**src/rtl/ps2_scan_ctrl.sv**
```systemverilog
// ps2_scan_ctrl: PS/2 keyboard receiver with scan-code prefix decoding.
// Synchronizes the raw PS/2 clock and data lines and frames 11-bit words
// (start, 8 data LSB first, parity, stop). It folds E0/F0 prefixes into
// ext/brk flags and presents one held event to a consumer.
// Handshake: key_valid stays high and the event fields stay stable until
// the consumer raises key_ack while key_valid=1. key_valid then drops on the
// next clock, unless a new event loads on that same edge. An event that
// arrives while one is held and not acknowledged is dropped and flagged by
// a one-cycle overflow pulse.
// Optional feature: define PS2_PARITY_CHECK_EN to enforce odd parity;
// without it the parity bit is consumed and ignored.
module ps2_scan_ctrl #(
  parameter int TIMEOUT_CYCLES = 50000
) (
  input  logic       CLOCK_50,
  input  logic       Resetn,
  input  logic       PS2_CLK,
  input  logic       PS2_DAT,
  input  logic       key_ack,
  output logic       key_valid,
  output logic [7:0] key_code,
  output logic       key_break,
  output logic       key_ext,
  output logic       frame_err,
  output logic       overflow
);

  localparam int CW = $clog2(TIMEOUT_CYCLES + 1);
  localparam logic [CW-1:0] TO_LAST = CW'(TIMEOUT_CYCLES - 1);

  typedef enum logic [1:0] {IDLE, DATA, PARITY, STOP} state_t;

  state_t        state_q, state_d;
  logic          clk_s1_q, clk_s2_q, clk_prev_q;
  logic          dat_s1_q, dat_s2_q;
  logic [2:0]    bit_cnt_q, bit_cnt_d;
  logic [7:0]    shift_q, shift_d;
  logic [CW-1:0] to_cnt_q, to_cnt_d;
  logic          ext_q, ext_d, brk_q, brk_d;
  logic          key_valid_q, key_valid_d;
  logic [7:0]    key_code_q, key_code_d;
  logic          key_break_q, key_break_d;
  logic          key_ext_q, key_ext_d;
  logic          frame_err_q, frame_err_d;
  logic          overflow_q, overflow_d;
  logic          fall;
  logic          par_ok;
  logic          emit;

`ifdef PS2_PARITY_CHECK_EN
  logic par_q, par_d;
  // Data bits plus parity bit must hold an odd number of ones.
  assign par_ok = ^{shift_q, par_q};
`else
  assign par_ok = 1'b1;
`endif

  // Falling edge of the synchronized PS/2 clock.
  assign fall = clk_prev_q & ~clk_s2_q;

  // Next-state logic for the receiver, prefix flags, timeout and event buffer.
  always_comb begin
    state_d     = state_q;
    bit_cnt_d   = bit_cnt_q;
    shift_d     = shift_q;
    to_cnt_d    = to_cnt_q;
    ext_d       = ext_q;
    brk_d       = brk_q;
    key_valid_d = key_valid_q;
    key_code_d  = key_code_q;
    key_break_d = key_break_q;
    key_ext_d   = key_ext_q;
    frame_err_d = 1'b0;
    overflow_d  = 1'b0;
    emit        = 1'b0;
`ifdef PS2_PARITY_CHECK_EN
    par_d       = par_q;
`endif

    if (fall) begin
      to_cnt_d = '0;
      case (state_q)
        IDLE: begin
          if (!dat_s2_q) begin
            state_d   = DATA;
            bit_cnt_d = 3'd0;
          end
        end
        DATA: begin
          shift_d   = {dat_s2_q, shift_q[7:1]};
          bit_cnt_d = bit_cnt_q + 3'd1;
          if (bit_cnt_q == 3'd7) state_d = PARITY;
        end
        PARITY: begin
`ifdef PS2_PARITY_CHECK_EN
          par_d = dat_s2_q;
`endif
          state_d = STOP;
        end
        STOP: begin
          state_d = IDLE;
          if (dat_s2_q && par_ok) begin
            if (shift_q == 8'hE0) begin
              ext_d = 1'b1;
            end else if (shift_q == 8'hF0) begin
              brk_d = 1'b1;
            end else begin
              emit  = 1'b1;
              ext_d = 1'b0;
              brk_d = 1'b0;
            end
          end else begin
            frame_err_d = 1'b1;
            ext_d       = 1'b0;
            brk_d       = 1'b0;
          end
        end
        default: state_d = IDLE;
      endcase
    end else if (state_q != IDLE) begin
      // Abort a frame whose keyboard clock has gone quiet.
      if (to_cnt_q == TO_LAST) begin
        state_d     = IDLE;
        frame_err_d = 1'b1;
        ext_d       = 1'b0;
        brk_d       = 1'b0;
        to_cnt_d    = '0;
      end else begin
        to_cnt_d = to_cnt_q + 1'b1;
      end
    end else begin
      to_cnt_d = '0;
    end

    // Event buffer: an ack on the emit edge frees the slot for the new event.
    if (emit) begin
      if (!key_valid_q || key_ack) begin
        key_valid_d = 1'b1;
        key_code_d  = shift_q;
        key_break_d = brk_q;
        key_ext_d   = ext_q;
      end else begin
        overflow_d = 1'b1;
      end
    end else if (key_valid_q && key_ack) begin
      key_valid_d = 1'b0;
    end
  end

  // State registers, synchronizers and registered outputs.
  always_ff @(posedge CLOCK_50) begin
    if (!Resetn) begin
      state_q     <= IDLE;
      clk_s1_q    <= 1'b1;
      clk_s2_q    <= 1'b1;
      clk_prev_q  <= 1'b1;
      dat_s1_q    <= 1'b1;
      dat_s2_q    <= 1'b1;
      bit_cnt_q   <= 3'd0;
      shift_q     <= 8'd0;
      to_cnt_q    <= '0;
      ext_q       <= 1'b0;
      brk_q       <= 1'b0;
      key_valid_q <= 1'b0;
      key_code_q  <= 8'd0;
      key_break_q <= 1'b0;
      key_ext_q   <= 1'b0;
      frame_err_q <= 1'b0;
      overflow_q  <= 1'b0;
`ifdef PS2_PARITY_CHECK_EN
      par_q       <= 1'b0;
`endif
    end else begin
      state_q     <= state_d;
      clk_s1_q    <= PS2_CLK;
      clk_s2_q    <= clk_s1_q;
      clk_prev_q  <= clk_s2_q;
      dat_s1_q    <= PS2_DAT;
      dat_s2_q    <= dat_s1_q;
      bit_cnt_q   <= bit_cnt_d;
      shift_q     <= shift_d;
      to_cnt_q    <= to_cnt_d;
      ext_q       <= ext_d;
      brk_q       <= brk_d;
      key_valid_q <= key_valid_d;
      key_code_q  <= key_code_d;
      key_break_q <= key_break_d;
      key_ext_q   <= key_ext_d;
      frame_err_q <= frame_err_d;
      overflow_q  <= overflow_d;
`ifdef PS2_PARITY_CHECK_EN
      par_q       <= par_d;
`endif
    end
  end

  assign key_valid = key_valid_q;
  assign key_code  = key_code_q;
  assign key_break = key_break_q;
  assign key_ext   = key_ext_q;
  assign frame_err = frame_err_q;
  assign overflow  = overflow_q;

endmodule

```
**config.mk**
```make
export PLATFORM = sky130hd
export DESIGN_NAME = ps2_scan_ctrl
export DESIGN_NICKNAME = d
export VERILOG_FILES = /design/src/rtl/ps2_scan_ctrl.sv
export SDC_FILE = /design/constraint.sdc
export NUM_CORES = 1
export LEC_CHECK = 0
export BUFFER_PORTS_ARGS = -buffer_cell sky130_fd_sc_hd__buf_2
export CAP_MARGIN = 20
export CORE_UTILIZATION = 45
export CTS_CLUSTER_SIZE = 12
export DETAILED_ROUTE_END_ITERATION = 8
export GPL_TIMING_DRIVEN = 1
export PLACE_DENSITY = 0.64
export SLEW_MARGIN = 10
export SYNTH_ARGS = -nofsm -noshare
export SYNTH_HDL_FRONTEND = slang
export SYNTH_SLANG_ARGS = --single-unit
```
**constraint.sdc**
```tcl
create_clock -name CLOCK_50 -period 1.71 [get_ports CLOCK_50]
set_input_delay 0.0855 -clock CLOCK_50 [delete_from_list [all_inputs] [get_ports CLOCK_50]]
set_output_delay 0.0855 -clock CLOCK_50 [all_outputs]
set_load 0.02 [all_outputs]
```
**Word level (Yosys, flattened, before mapping)**

Index checks and enable logic that the tools add are counted.

- $add $sub $neg: 2
- Muxes and demuxes: 34
- Eq/ne operators: 14
- Bitwise logic cells: 4
- Reductions and logical operators: 18

Operators by type and width:

| kind | count |
|---|---|
| $mux 1 | 26 |
| $add 16x1->16 const B | 1 |
| $eq 16x16->1 const B | 1 |
| $eq 8x8->1 const B | 2 |
| $reduce_and 4->1 | 3 |
| $mux 2 | 5 |
| $reduce_bool 2->1 | 5 |
| $ne 3x3->1 const B | 3 |
| $pmux 2 s4 | 1 |
| $reduce_and 2->1 | 4 |
| $pmux 3 s2 | 1 |
| $eq 2x2->1 const B | 2 |
| $ne 2x1->1 const B | 2 |
| $ne 4x4->1 const B | 1 |
| $reduce_or 4->1 | 1 |
| $add 3x1->3 const B | 1 |
| $eq 3x3->1 const B | 1 |
| $mux 3 | 1 |
| $not 1->1 | 3 |
| $reduce_and 3->1 | 1 |
| $eq 2x1->1 const B | 1 |
| $logic_not 2->1 | 1 |
| $ne 2x2->1 const B | 1 |
| $and 1x1->1 | 1 |
| other kinds (3) | 3 |

- Register bits: 49
- Word-level logic and storage cells: 89
- Output and inout port bits: 13
- Input bits: 5

**Logic depth before layout (Yosys ltp)**

- Depth in word-level cells: 8
- Depth in mapped cells: 6
- Depth with buffers taken out: 6

**Least setup slack after synthesis**

Ideal clock, no wire load.

- Kind: reg-to-reg
- From: register state_q[0]
- To: register key_code_q[0], in the netlist key_code[0]
- Buffers on the path: 0
- Arrival time: 1570 ps
- Data required time: 1582 ps
- Setup slack: 12 ps
- Stages on the path, launching flop included: 6
- Path through: dfxtp_1 ha_1 nand3b_1 a2111oi_4 mux2i_1 nor2_1

- Longest elaborated chain between the ends: 4

Ends and longest elaborated chain:

| item | line | source |
|---|---|---|
| from (decl) | 33 | `state_t state_q, state_d;` |
| from (signal assigned) | 174 | `state_q <= state_d;` |
| $eq 2x2->1 | 82 | `case (state_q)` |
| $mux 1 | 82 |  |
| $mux 1 | 80 | `if (fall) begin` |
| $reduce_and 2->1 (no line) | n/a |  |
| to (signal assigned) | 186 | `key_code_q <= key_code_d;` |
| to (decl) | 41 | `logic [7:0] key_code_q, key_code_d;` |

Every way passes these cells.
A chain may end at the register's enable or synchronous reset.

**Worst setup path in the final report**

- From: register to_cnt_q[5]
- To: register state_q[1]

- Longest elaborated chain between the ends: 3

Ends and longest elaborated chain:

| item | line | source |
|---|---|---|
| from (decl) | 38 | `logic [CW-1:0] to_cnt_q, to_cnt_d;` |
| from (signal assigned) | 182 | `to_cnt_q <= to_cnt_d;` |
| $eq 16x16->1 | 122 | `if (to_cnt_q == TO_LAST) begin` |
| $reduce_bool 2->1 (no line) | n/a |  |
| $reduce_and 4->1 (no line) | n/a |  |

Every way passes these cells.

==> summary.md <==
| Metric | Value |
|---|---|
| Synth async-reset ratio | `0%` |
| Final Routed Wirelength | `3580 µm` |
| Critical path type | `flip-flop to flip-flop` |
| Final period util | `94.7%` |
| First-pass GRT wire length | `6070 µm` |
| Via count | `1,548` |
| Starting Density | `47.4%` |
| Leak | `1.00 nW` |
| R2R Setup Slk | `0.09 ns` |
| Antenna Cells | `0` |
| CP bufs+invs | `0` |
| Drt wl/cell | `11.7 µm` |
| Worst EP required | `1.90 ns` |
| Worst-Skew Late Latency | `0.30 ns` |
| Most common cell after layout, fill and taps aside | `dfxtp_1` |
| Pwr Total | `1.92 mW` |
| Min cycle time layout | `1.62 ns` |
| Die W | `70.0 µm` |
| Worst-margin pin slew | `0.422 ns` |
| Syn avg cell area | `9.49 µm²` |
| CP delay by family, top | `simple AND/OR/NAND/NOR gates` |
| Endpoints failing hold | `0` |
| Tot GR Track Use | `15.5%` |
| Largest net degree at the start of global routing | `29` |
| Register area share after synthesis | `47.2%` |
| Row count | `24` |
| Remaining Overflow, GRT | `0` |
| HP Class | `primary input to flip-flop` |
| WHS | `0.132 ns` |
| Power per Cell Area | `791 mW/mm²` |
| Crit start category | `flip-flop` |
| Hold path depth | `4` |
| Inst Count DP | `296` |
| Final-report setup violation count | `0` |
| VDD IR max | `0.415 mV` |
| Layout cells sized above 1 | `18.5%` |
| CTS HTree Levels | `2` |
| Drt initial violations | `78` |
| Min-Delay Endpoint | `key_valid$_SDFFE_PN0P_` |
| Die outline height | `70.0 µm` |
| Syn Nets | `231` |
| Setup TNS | `0 ns` |
| Via/cell ratio | `5.06` |
| Drt drc | `0` |
| Crit path DAT | `1.81 ns` |
| Slew margin rel. | `71.8%` |
| EDFF count, synth | `0` |
| Reg2reg start | `to_cnt_q[5]$_SDFF_PP0_` |
| Yosys cell types | `39` |
| DIE AREA | `0.00489 mm²` |
| Root buf cell | `clkbuf_8` |
| Synth Register Bits | `49` |
| Port bufs | `17` |
| Worst-path fanout max | `4` |
| Clock transition at path regs | `0.08 ns` |
| Synthesis warning total | `0` |
| Post-CTS Setup Inserts | `0` |
| HPWL after DPL | `2510 µm` |
| Final Net Count | `265` |
| Crit. End Element | `flip-flop` |
| Number of global-route vias before repair | `1,332` |
| Max cap viols | `0` |
| Initial antenna violation count | `0` |
| CTS Buf Count | `5` |
| Routability-driven placement congestion ratio | `0.750` |
| Synth Instances | `219` |
| CTS max path bufs | `2` |
| Layout area overhead | `16.9%` |
| Cells on worst reg2reg path | `4` |
| I/O pin count | `18` |
| Slew Limit Fails | `0` |
| Unrepaired setup endpoints after global routing | `false` |
| RR Endpoint | `state_q[1]$_SDFFE_PN0P_` |
| Critical Path Slowest Stage Cell | `or4b_4` |
| Outcome | `finished clean` |
| Setup Skew | `0.00804 ns` |
| CTS tree | `done` |
| Dominant synthesized flop cell | `dfxtp_1` |
| Hold_sp | `key_ack` |
| Most frequent cells in the layout | `dfxtp_1, nor2_1, buf_2, nand3_1, nand2_1` |
| Mapped Area | `0.00208 mm²` |
| DRT antenna net count | `0` |
| Critical Path, Cell by Cell | `or4b_4, nor4_4, nand2_2, a41o_1` |
| Clk sinks | `49` |
| Core ar. | `0.00438 mm²` |
| Max frequency | `617 MHz` |
| Filler-free cell count of the finished design | `306` |
| Drt pass-1 iters | `4` |
| Crit-path max cell delay | `0.52 ns` |
[tightest hold or removal path: stages]
cell	delay [ns]
buf_2	0.07
nor2b_1	0.07
nor2_1	0.11
nor2_1	0.04
[kinds of logic (layout without fill, tap and decap cells)]
| family | count (synthesis) | in the layout | synth area share [%] |
|---|---|---|---|
| DFF | 49 | 49 | 47.2 |
| xor gates and xnor gates | 14 | 14 | 5.90 |
| AOI/OAI and AO/OA | 20 | 20 | 7.47 |
| adders and majority gates | 7 | 7 | 4.21 |
| buffers and inverters | 15 | 50 | 3.67 |
| and+or+nand+nor | 102 | 102 | 25.8 |
| muxes | 12 | 12 | 5.78 |
[power by group]
group          switching (mW)  internal (mW)
Sequential            0.00334           1.15
Combinational          0.0286         0.0190
Clock                   0.361          0.366
Total                   0.392           1.53
[per-layer routing]
metal	up-vias	GRT usage, %	wire, µm
li1	815	-	-
met1	701	20.1	1830
met2	24	23.8	1570
met3	8	4.76	123
met4	0	6.67	63
met5	-	0	0
[timing repair]
item / in CTS / in global routing
hold buffers: 2 / 0
gates resized for setup: 0 / 2
endpoints found under the hold margin: 2 / 0
setup endpoints to repair: 0 / 11
[cell type report]
cell class	instances	area [µm²]
clock buffers	7	96.3
clock inverters	1	5.00
fillers	434	1950
inverters	8	30.0
multi-input cells	155	1020
flip-flops and latches	49	982
well taps	52	65.1
repair buffers	34	230
[flip-flops by register name (all words and copies together) (netlist names)]
signal and cells:
key_ext 1, overflow 1, to_cnt_q 16, clk_s1_q 1, brk_q 1, clk_prev_q 1
key_break 1, bit_cnt_q 3, dat_s1_q 1, dat_s2_q 1, shift_q 8, ext_q 1
frame_err 1, key_code 8, state_q 2, key_valid 1, clk_s2_q 1
[synthesized netlist by cell type, types with 2 or more instances]
library cell	n	area share, %
nor3_1	4	0.96
nor2_1	36	6.5
nand4_1	3	0.90
clkbuf_1	4	0.72
nor2b_1	3	0.90
xnor2_1	13	5.5
ha_1	7	4.2
o21ai_0	9	2.2
a41o_1	2	0.96
a31oi_1	2	0.60
and2_1	2	0.60
dfxtp_1	49	47
mux2i_1	12	5.8
inv_1	7	1.3
nand3_1	15	3.6
nor4_1	6	1.8
a21oi_1	2	0.48
nand2_1	15	2.7
nand2b_1	8	2.4
[through the flow]
stage	setup WS, ns	instance area (µm²)	utilization, %
after floorplan	0.0123	2080	-
after global placement	0.102	2310	52.6
after detailed placement	0.0709	2310	52.6
after CTS	0.0539	2430	55.4
after global routing	0.00669	2430	55.4
final	0.0905	2430	55.4
[worst max path at each step]
| stage | startpoint | end | slack [ns] | cells after the start |
|---|---|---|---|---|
| 2_1_floorplan | state_q[0]$_SDFFE_PN0P_ | key_code[0]$_SDFFE_PN0P_ | 0.01 | 5 |
| 3_3_place_gp | to_cnt_q[5]$_SDFF_PP0_ | to_cnt_q[12]$_SDFF_PP0_ | 0.10 | 4 |
| 3_5_place_dp | to_cnt_q[5]$_SDFF_PP0_ | state_q[1]$_SDFFE_PN0P_ | 0.07 | 4 |
| 4_1_cts | to_cnt_q[5]$_SDFF_PP0_ | to_cnt_q[7]$_SDFF_PP0_ | 0.05 | 4 |
| 5_1_grt | to_cnt_q[7]$_SDFF_PP0_ | to_cnt_q[5]$_SDFF_PP0_ | 0.007 | 4 |
| 6_report | to_cnt_q[5]$_SDFF_PP0_ | state_q[1]$_SDFFE_PN0P_ | 0.09 | 4 |
No activity file was read; power rests on OpenSTA's default activity.
